--- src/rtl/ddr2_dq_calib_seq.sv ---
// ddr2_dq_calib_seq: per-DQS-group sequencer for per-bit DQ tap calibration.
// Holds the dummy-read request, muxes one DQ bit to the tap controller,
// routes IDELAY ce to that bit only, and tracks each bit's tap value.
// Optional per-bit watchdog is enabled by defining DDR2_CALIB_TIMEOUT_EN.
module ddr2_dq_calib_seq #(
  parameter int unsigned DQ_WIDTH  = 8,
  parameter int unsigned DQ_SEL_W  = 3,
  parameter int unsigned TIMEOUT_W = 12
) (
  input  logic                  clk,
  input  logic                  reset_n,
  input  logic                  calib_start,
  input  logic [DQ_WIDTH-1:0]   dq_in,
  output logic                  dq_data,
  output logic                  ctrl_dummyread_start,
  input  logic                  dlyce_in,
  input  logic                  dlyinc_in,
  input  logic                  chan_done_in,
  output logic [DQ_WIDTH-1:0]   dlyce,
  output logic [DQ_WIDTH-1:0]   dlyinc,
  output logic                  idelay_rst,
  output logic [DQ_SEL_W-1:0]   bit_sel,
  output logic [6*DQ_WIDTH-1:0] tap_cnt,
  output logic                  calib_done,
  output logic                  calib_err
);

  typedef enum logic [1:0] {StIdle, StRun, StDone, StErr} state_e;

  state_e              state_q, state_d;
  logic [DQ_SEL_W-1:0] bit_sel_q;
  logic                idelay_rst_q;
  logic [5:0]          tap_q [DQ_WIDTH];
  logic [5:0]          tap_cur, tap_nxt;

  logic run, start_run, last_bit, advance, wd_expired;

  assign run       = (state_q == StRun);
  assign start_run = (state_q == StIdle) && calib_start;
  assign last_bit  = (bit_sel_q == DQ_SEL_W'(DQ_WIDTH - 1));
  // Abort (calib_start low) outranks a coincident chan_done.
  assign advance   = run && calib_start && chan_done_in && !last_bit;

`ifdef DDR2_CALIB_TIMEOUT_EN
  logic [TIMEOUT_W-1:0] wd_q;

  // Per-bit watchdog: cleared at run start and on each bit advance
  always_ff @(posedge clk or negedge reset_n) begin
    if (!reset_n) begin
      wd_q <= '0;
    end else if (start_run || advance) begin
      wd_q <= '0;
    end else if (run) begin
      wd_q <= wd_q + TIMEOUT_W'(1);
    end
  end

  assign wd_expired = &wd_q;
`else
  logic [TIMEOUT_W-1:0] unused_timeout;
  assign unused_timeout = '0;
  assign wd_expired     = 1'b0;
`endif

  // State register
  always_ff @(posedge clk or negedge reset_n) begin
    if (!reset_n) state_q <= StIdle;
    else          state_q <= state_d;
  end

  // Next-state logic
  always_comb begin
    state_d = state_q;
    unique case (state_q)
      StIdle: if (calib_start) state_d = StRun;
      StRun: begin
        if (!calib_start)                 state_d = StIdle;
        else if (chan_done_in && last_bit) state_d = StDone;
        else if (wd_expired && !chan_done_in) state_d = StErr;
      end
      StDone, StErr: if (!calib_start) state_d = StIdle;
      default: state_d = StIdle;
    endcase
  end

  // Outputs decoded from registered state, plus combinational routing
  always_comb begin
    ctrl_dummyread_start = run;
    calib_done           = (state_q == StDone);
`ifdef DDR2_CALIB_TIMEOUT_EN
    calib_err            = (state_q == StErr);
`else
    calib_err            = 1'b0;
`endif
    dq_data = dq_in[bit_sel_q];
    dlyinc  = {DQ_WIDTH{dlyinc_in}};
    dlyce   = '0;
    for (int i = 0; i < DQ_WIDTH; i++) begin
      dlyce[i] = dlyce_in && run && (bit_sel_q == DQ_SEL_W'(i));
    end
  end

  // Bit index and one-cycle IDELAY reset pulse
  always_ff @(posedge clk or negedge reset_n) begin
    if (!reset_n) begin
      bit_sel_q    <= '0;
      idelay_rst_q <= 1'b0;
    end else begin
      idelay_rst_q <= start_run;
      if (start_run || (run && !calib_start)) begin
        bit_sel_q <= '0;
      end else if (advance) begin
        bit_sel_q <= bit_sel_q + DQ_SEL_W'(1);
      end
    end
  end

  // Saturating step for the selected bit's tap count
  always_comb begin
    tap_cur = tap_q[bit_sel_q];
    tap_nxt = tap_cur;
    if (dlyinc_in) begin
      if (tap_cur != 6'd63) tap_nxt = tap_cur + 6'd1;
    end else begin
      if (tap_cur != 6'd0)  tap_nxt = tap_cur - 6'd1;
    end
  end

  // Tap shadow counters; cleared at run start, retained across an abort
  always_ff @(posedge clk or negedge reset_n) begin
    if (!reset_n) begin
      for (int i = 0; i < DQ_WIDTH; i++) tap_q[i] <= '0;
    end else if (start_run) begin
      for (int i = 0; i < DQ_WIDTH; i++) tap_q[i] <= '0;
    end else if (run && dlyce_in) begin
      tap_q[bit_sel_q] <= tap_nxt;
    end
  end

  // Flatten tap counters onto the output bus
  always_comb begin
    tap_cnt = '0;
    for (int i = 0; i < DQ_WIDTH; i++) tap_cnt[6*i +: 6] = tap_q[i];
  end

  assign bit_sel    = bit_sel_q;
  assign idelay_rst = idelay_rst_q;

endmodule

--- config.mk ---
export PLATFORM = sky130hd
export DESIGN_NAME = ddr2_dq_calib_seq
export DESIGN_NICKNAME = d
export VERILOG_FILES = /design/src/rtl/ddr2_dq_calib_seq.sv
export SDC_FILE = /design/constraint.sdc
export NUM_CORES = 1
export LEC_CHECK = 0
export BUFFER_PORTS_ARGS = -buffer_cell sky130_fd_sc_hd__buf_2
export CORE_MARGIN = 4
export CORE_UTILIZATION = 57
export CTS_CLUSTER_SIZE = 8
export DETAILED_ROUTE_END_ITERATION = 12
export GPL_TIMING_DRIVEN = 0
export PLACE_DENSITY_LB_ADDON = 0.3
export SYNTH_ARGS = -nofsm -noshare
export SYNTH_HDL_FRONTEND = slang
export SYNTH_SLANG_ARGS = --single-unit
export TNS_END_PERCENT = 5
--- constraint.sdc ---
create_clock -name clk -period 8.4 [get_ports clk]
set_input_delay 0.84 -clock clk [delete_from_list [all_inputs] [get_ports clk]]
set_output_delay 0.84 -clock clk [all_outputs]
set_load 0.01 [all_outputs]
After elaboration in Yosys (flattened, before gate mapping) --
Cells that the tools add are included.
Operators by class: $add $sub $neg 3, order comparisons 3, eq/ne operators 14, multiplexer cells 20, bitwise gates (word level) 1, reduce and logical (&&, ||, !) cells 26
Operators by type and width (count):
- 48-bit two-way mux | 2
- 48-bit bitwise mux | 1
- 6-bit two-way mux | 6
- 6-bit binary-select mux with 3-bit select | 1
- 6-bit demux with 3-bit select | 1
- 1-bit logical AND | 16
- 3-bit equality test, second input constant | 4
- 2-bit two-way mux | 4
- 6-bit by 1-bit adder with 6-bit output, second input constant | 1
- 3-bit by 2-bit equality test with 1-bit output, second input constant | 2
- 3-bit two-way mux | 2
- 6-bit inequality test, second input constant | 1
- 2-bit case mux with 3 select lines | 1
- 6-bit nonzero test | 1
- 6-bit by 1-bit subtractor with 6-bit output, second input constant | 1
- 2-bit equality test, second input constant | 2
- 4-bit >= comparator, second input constant | 1
- 3-bit by 4-bit < comparator with 1-bit output, second input constant | 1
- 4-bit by 1-bit < comparator with 1-bit output, second input constant | 1
- 2-bit inequality test, second input constant | 2
- 3-bit NOT with 4-bit output | 1
- 2-bit nonzero test | 2
- 3-bit by 1-bit adder with 3-bit output, second input constant | 1
- 1-bit binary-select mux with 3-bit select | 1
- 10 further kinds | 11
Storage, ports and cells: register bits 54, word-level logic and storage cells 78

Longest topological paths before layout --
Gate-level depths: netlist of the first run.
depth in word-level cells 10, gate-level depth with buffers 14, depth with buffers taken out 11

Worst setup path after synthesis of the first run --
Ideal clock, no wire load.
path kind flip-flop to flip-flop, start point register bit_sel_q[0] (netlist: bit_sel[0]), end point register tap_q, in the netlist tap_cnt[13], arrival 2.707 ns, slack 5.597 ns, stages on the path, launching flop included 15, path buffers 3, period minus slack after synthesis 2.803 ns, path through dfrtp_1 buf_4 buf_2 mux2i_1 nor2_1 a311o_1 a21oi_4 inv_2 ha_1 nand3_1 nor3_2 a21o_1 and3_1 buf_6 o31ai_1
On the way: longest elaborated chain between the ends 10, elaborated cells on any way between the ends 19, those cells by class add/sub: 2; order compare: 2; eq/ne: 1; mux: 11; bitwise: 1; reduce/logical: 2
Ends and longest elaborated chain:
- start: declaration | RTL line 31 | logic [DQ_SEL_W-1:0] bit_sel_q;
- start signal: assignment | RTL line 113 | bit_sel_q <= bit_sel_q + DQ_SEL_W'(1);
- 3-bit NOT with 4-bit output (implied by the code) (*) | RTL line 120, 136
- 6-bit binary-select mux with 3-bit select | RTL line 120 | tap_cur = tap_q[bit_sel_q];
- 6-bit two-way mux (implied by the code) (2 in series) | RTL line 120
- 6-bit by 1-bit subtractor with 6-bit output (tied with other cells) | RTL line 125 | if (tap_cur != 6'd0) tap_nxt = tap_cur - 6'd1;
- 6-bit two-way mux, on equally long branches | RTL line 125, 123
- 6-bit two-way mux | RTL line 122 | if (dlyinc_in) begin
- 48-bit bitwise mux (*) | RTL line 136 | tap_q[bit_sel_q] <= tap_nxt;
- 48-bit two-way mux (*) | RTL line 135 | end else if (run && dlyce_in) begin
- 48-bit two-way mux (*) | RTL line 133 | end else if (start_run) begin
- end signal: indexed assignment | RTL line 136
- end: declaration | RTL line 33 | logic [5:0] tap_q [DQ_WIDTH];
Mark *: on every way between the ends. The rest lies on a longest branch, timed or not. The select of a mux whose other input is x is not followed. A chain may end at the register's enable or synchronous reset.

Final worst setup path of the first run --
start point register bit_sel_q[2] (netlist: bit_sel[2]), end point register tap_q, in the netlist tap_cnt[12]
Same word-level chain as after synthesis.

==> impl_metrics.ini, run 1 <==
[outcome]
status = complete, no violations

[detailed_routing]
via_count = 3116
firstDrtPassIters = 5
wire_per_inst_um = 17.7
drtIter0Drc = 411
vias_per_cell = 6.02
drc = 0
ant_nets = 0
routed_wl_mm = 9.14

[die]
core_area_um2 = 5540
initial_utilization_pct = 59.4
fp.dieW_um = 84.0
row_count = 27
io_pins = 86
die_area_um2 = 7060
die_height_um = 84.0

[global_route]
grt_use_total_pct = 26.4
grt_max_degree = 55
grt_pass1_wl_mm = 14.9
grt-ovfl-total = 0
grt_pass1_vias = 2931
antenna_found_initial = 0

[cts]
clkSinkCount = 54
cts_buffers = 5
tritoncts = yes
clockBufferDepth = 2
cts_resized = 0
hold_buffers = 0
worstSkewPairLatency_ps = 310
post_cts_buffers = 0
htree_levels = 2
cts-root-buf = clkbuf_8
path_clk_slew_ps = 100

[sta]
rsz0062_at_grt = false
clock_skew_ps = 7.84
period_share_pct = 40.5
setup_tns_ps = 0
tightest_slew_ps = 1220
max_freq_ghz = 0.294
whs_ps = 537
report.final.slew_viol_count = 0
fin_crit_ps = 3400
hold_viol = 0
setup_viol = 0
setup_slack_ps = 5000
relSlewSlack_pct = 18.6

[critical_path]
worstSetupStartpointType = flip-flop
cp.required_ps = 8580
crit_path_max_fanout = 10
crit_path_end_kind = flip-flop
path_class = reg2reg
crit_arrival_ps = 3580

[yosys]
synth_edf_count = 0
syn-instance-count = 355
synth_cell_type_count = 53
ys_warn_count = 0
async_flop_share_pct = 100
netlist_area_um2 = 3290
syn_avg_cell_area_um2 = 9.28
synth_seq_cells = 54
ys.flop_type = dfrtp_1
syn-num-nets = 378
yosysSeqAreaShare_pct = 41.0

[layout]
diodes = 0
fin_nets = 468
layout-drive-gt1-share_pct = 28.9
area_growth_pct = 18.2

[power_and_ir_drop]
power_density_nw_per_um2 = 201
p_leak_nw = 1.97
vdd_drop_max_mv = 0.128

[placed_design]
io_buffers = 83
dp_hpwl_mm = 6.67
gp_congestion = 0.878
pre_cts_slack_ps = 5110

[flow_run]
maxCapViolCount = 0

[min_path]
hold_class = reg2reg
## sequential cells by signal, summed over array words and instances (netlist names)
register / count
idelay_rst: 1
bit_sel: 3
tap_cnt: 48
state_q: 2
## power breakdown
part           internal, mW  total (mW)  switching [mW]  leakage (nW)
clock                0.0684       0.156          0.0876        0.0489
sequential            0.278       0.293          0.0158         0.746
combinational         0.129       0.334           0.205          1.17
total                 0.475       0.784           0.308          1.97
## cell usage after synthesis (4+ instances only)
cell      count  area, µm²
nand3_1      53        265
ha_1          9        113
clkbuf_1     20       75.1
a31o_2        6       52.6
and3_1       14       87.6
mux2i_1      19        190
buf_4        10       75.1
inv_1         7       26.3
nor2_1       16       60.1
nor2b_1       4       25.0
o21ai_0      38        190
and2_1        8       50.1
a22oi_1       4       30.0
a21oi_1       6       30.0
buf_2         5       25.0
o31ai_1       8       60.1
dfrtp_1      54       1350
nand2_1      21       78.8
## per-layer routing
layer | up-vias | GRT usage [%] | wire length [µm]
met5 | - | 0 | 0
met2 | 158 | 44.5 | 4380
met4 | 0 | 7.16 | 225
met3 | 21 | 4.74 | 786
li1 | 1451 | - | -
met1 | 1486 | 35.2 | 3750
## area by class of cell
cell class                      instances  area, µm²
Clock buffer                            7       86.3
Sequential cell                        54       1350
Buffer                                 38        201
Inverter                                8       30.0
Tap cell                               72       90.1
Clock inverter                          1       8.76
Timing Repair Buffer                   83        415
Fill cell                             459       1650
Multi-Input combinational cell        255       1710
## worst paths after layout
path                                  start           to  slack (ps)  depth (start not counted)
worst max register to register   bit_sel[2]  tap_cnt[12]        5000                         12
worst min register to register  tap_cnt[11]  tap_cnt[11]         540                          2
worst max-delay path             bit_sel[2]  tap_cnt[12]        5000                         12
min in group asynchronous           reset_n   state_q[0]         780                          1
worst min-delay path            tap_cnt[11]  tap_cnt[11]         540                          2
max in group asynchronous           reset_n  tap_cnt[30]        6890                          1
## cell usage in the layout (no fill, tap or decap), types with 8 or more instances in the layout
cell type,count
and2_1,8
o21ai_0,38
nand2_1,21
o31ai_1,8
dfrtp_1,54
nand3_1,53
mux2i_1,19
clkbuf_1,21
and3_1,14
nor2_1,16
ha_1,9
buf_2,88
buf_4,10
## worst max-delay path, stage by stage (launching register included)
cell	delay, ps
dfrtp_1	470
buf_2	260
clkbuf_1	460
a31oi_1	140
o21ai_0	180
a21oi_4	140
inv_2	120
ha_1	220
nand3_1	140
nor3_2	390
mux2i_1	210
xnor2_2	370
o21ai_0	160
## logic make-up after synthesis
logic type | Yosys count | synth area share, %
buffers and inverters | 46 | 7.03
DFF | 54 | 41.0
other | 1 | 0.114
and+or+nand+nor | 136 | 21.9
muxes | 27 | 9.61
adders and majority gates | 9 | 3.42
AOI/OAI and AO/OA | 79 | 15.8
xor gates and xnor gates | 3 | 1.03
## stage by stage
stage	power, mW	cell area (µm²)	utilization [%]	instances
after floorplan	0.536	3290	-	355
after global placement	0.625	3800	68.6	510
after detailed placement	0.628	3800	68.6	510
after CTS	0.786	3890	70.3	518
after global routing	0.830	3890	70.3	518
final	0.784	3890	70.3	518
Power figures use the tool's default switching activity.
==> run 2, diff against run 1 <==
- CORE_UTILIZATION: 57 -> 53
- clock period: 8.4 -> 3.4 ns (I/O delays scaled with it)
==> run 2 against run 1 <==
- global-route usage down 0.95 points
- sequential power is 150% higher
- largest power group unchanged
- hold slack lost 510 ps
- highest routed layer unchanged
- largest cell class unchanged
==> impl_metrics.ini, run 2 (same netlist as run 1, synthesis figures left out) <==
[layout]
layout_common_cells = buf_2, dfrtp_1, nand3_1, o21ai_0, nand2_1
fin_nets = 469
largest_reg_flops = 48
layout-drive-gt1-share_pct = 30.0
layout_commonest_cell = buf_2
stdcell_area_um2 = 3930
fin_cells = 522
area_growth_pct = 19.3
diodes = 0

[flow_run]
maxCapViolCount = 0

[power_and_ir_drop]
power.total_mw = 1.93
power.share.clock_pct = 19.2
seqPwrFrac_pct = 37.5
vdd_drop_max_mv = 0.313
p_comb_share_pct = 43.3
power_density_nw_per_um2 = 491
p_sw_uw = 771
switching_share_pct = 40.0
p_int_mw = 1.16
p_leak_nw = 1.99

[sta]
tightest_slew_ps = 647
clock_skew_ps = 10.5
max_freq_ghz = 0.313
setup_slack_ps = 202
hold_viol = 0
report.final.slew_viol_count = 0
rsz0062_at_grt = true
setup_viol = 0
period_share_pct = 94.1
relSlewSlack_pct = 56.9
fin_crit_ps = 3200
setup_tns_ps = 0

[die]
core_area_um2 = 5990
initial_utilization_pct = 55.0
die_area_um2 = 7540
row_count = 28
io_pins = 86
fp.dieW_um = 86.8
die_height_um = 86.8

[cts]
post_cts_buffers = 0
clockBufferDepth = 2
htree_levels = 2
tritoncts = yes
clkSinkCount = 54
hold_buffers = 0
worstSkewPairLatency_ps = 320
path_clk_slew_ps = 110
cts-root-buf = clkbuf_8
cts_buffers = 5

[critical_path]
reg2reg_depth = 12
cp-startpoint = bit_sel[1]
worstPathCellList = nor2_1, o2bb2ai_1, nand2_1, and3_1, clkbuf_1, inv_1, ha_1, nand3_1, nor3_4, a211oi_1, mux2i_2, a31o_2
crit_path_end_kind = flip-flop
cp.required_ps = 3660
crit_arrival_ps = 3460
r2r-start = bit_sel[1]
path_class = reg2reg
cpMaxStageDelayCell = dfrtp_1
crit_path_max_fanout = 9
slowest_delay_ps = 500
worstSetupStartpointType = flip-flop

[detailed_routing]
ant_nets = 0
drtIter0Drc = 249
wire_per_inst_um = 17.8
drc = 0
firstDrtPassIters = 5
vias_per_cell = 6.06
routed_wl_mm = 9.28
via_count = 3163

[placed_design]
post_dp_cell_area_um2 = 3800
gp_congestion = 0.954
dp_hpwl_mm = 6.77
pre_cts_slack_ps = 115
io_buffers = 83
dpl.cell_count = 513

[global_route]
grt-ovfl-total = 0
grt_pass1_wl_mm = 14.9
grt_max_degree = 55
grt_use_total_pct = 25.5
antenna_found_initial = 0
grt_pass1_vias = 2923

[min_path]
hold_class = in2async

[outcome]
status = complete, no violations
==> run 2: routing by layer <==
layer  track usage [%]  wire [µm]  up-vias
met5                 0          0        -
met3              2.95        741       20
met4              9.92        260        0
met1              34.8       3820     1544
met2              41.5       4460      144
li1                  -          -     1455
==> run 2: path summary, 6_finish.rpt <==
check	to	slack, ps
hold / removal	tap_cnt[36]	20
setup reg to reg	tap_cnt[3]	200
max in group asynchronous	tap_cnt[9]	2790
setup / recovery	tap_cnt[3]	200
min in group clk	state_q[0]	230
hold reg to reg	tap_cnt[29]	540
==> run 2: power by group through the flow <==
stage / clock network [mW] / logic, mW / registers [mW]
6_report: 0.370 / 0.835 / 0.724
2_1_floorplan: 0 / 0.575 / 0.750
4_1_cts: 0.371 / 0.824 / 0.723
5_1_grt: 0.395 / 0.908 / 0.730
3_5_place_dp: 0 / 0.818 / 0.735
3_3_place_gp: 0 / 0.800 / 0.734
==> run 2: cell type report <==
cell class | instances | area, µm²
fillers | 507 | 2060
multi-input cells | 255 | 1720
clock buffers | 6 | 72.6
clock inverters | 2 | 13.8
repair buffers | 84 | 435
plain buffers | 38 | 208
flip-flops and latches | 54 | 1350
well taps | 75 | 93.8
inverters | 8 | 30.0
==> run 2: stage by stage <==
stage	utilization [%]	hold WS, ps
after floorplan	-	44.4
after global placement	63.5	502
after detailed placement	63.5	513
after CTS	64.9	231
after global routing	65.6	76.9
final	65.6	24.3
==> run 2: timing repair <==
action | CTS | global route
endpoints found under the setup margin | 0 | 34
hold endpoints to repair | 0 | 0
gates resized for setup | 0 | 8
==> run 2: worst max-delay path, delay by kind of cell (launching register included) <==
family,cells,cell delay (ps)
buffers and inverters,2,390
multiplexers,1,410
AO/OA/AOI/OAI,3,480
flip-flops,1,500
AND/OR/NAND/NOR,5,1070
adder cells (fa/ha/maj),1,260
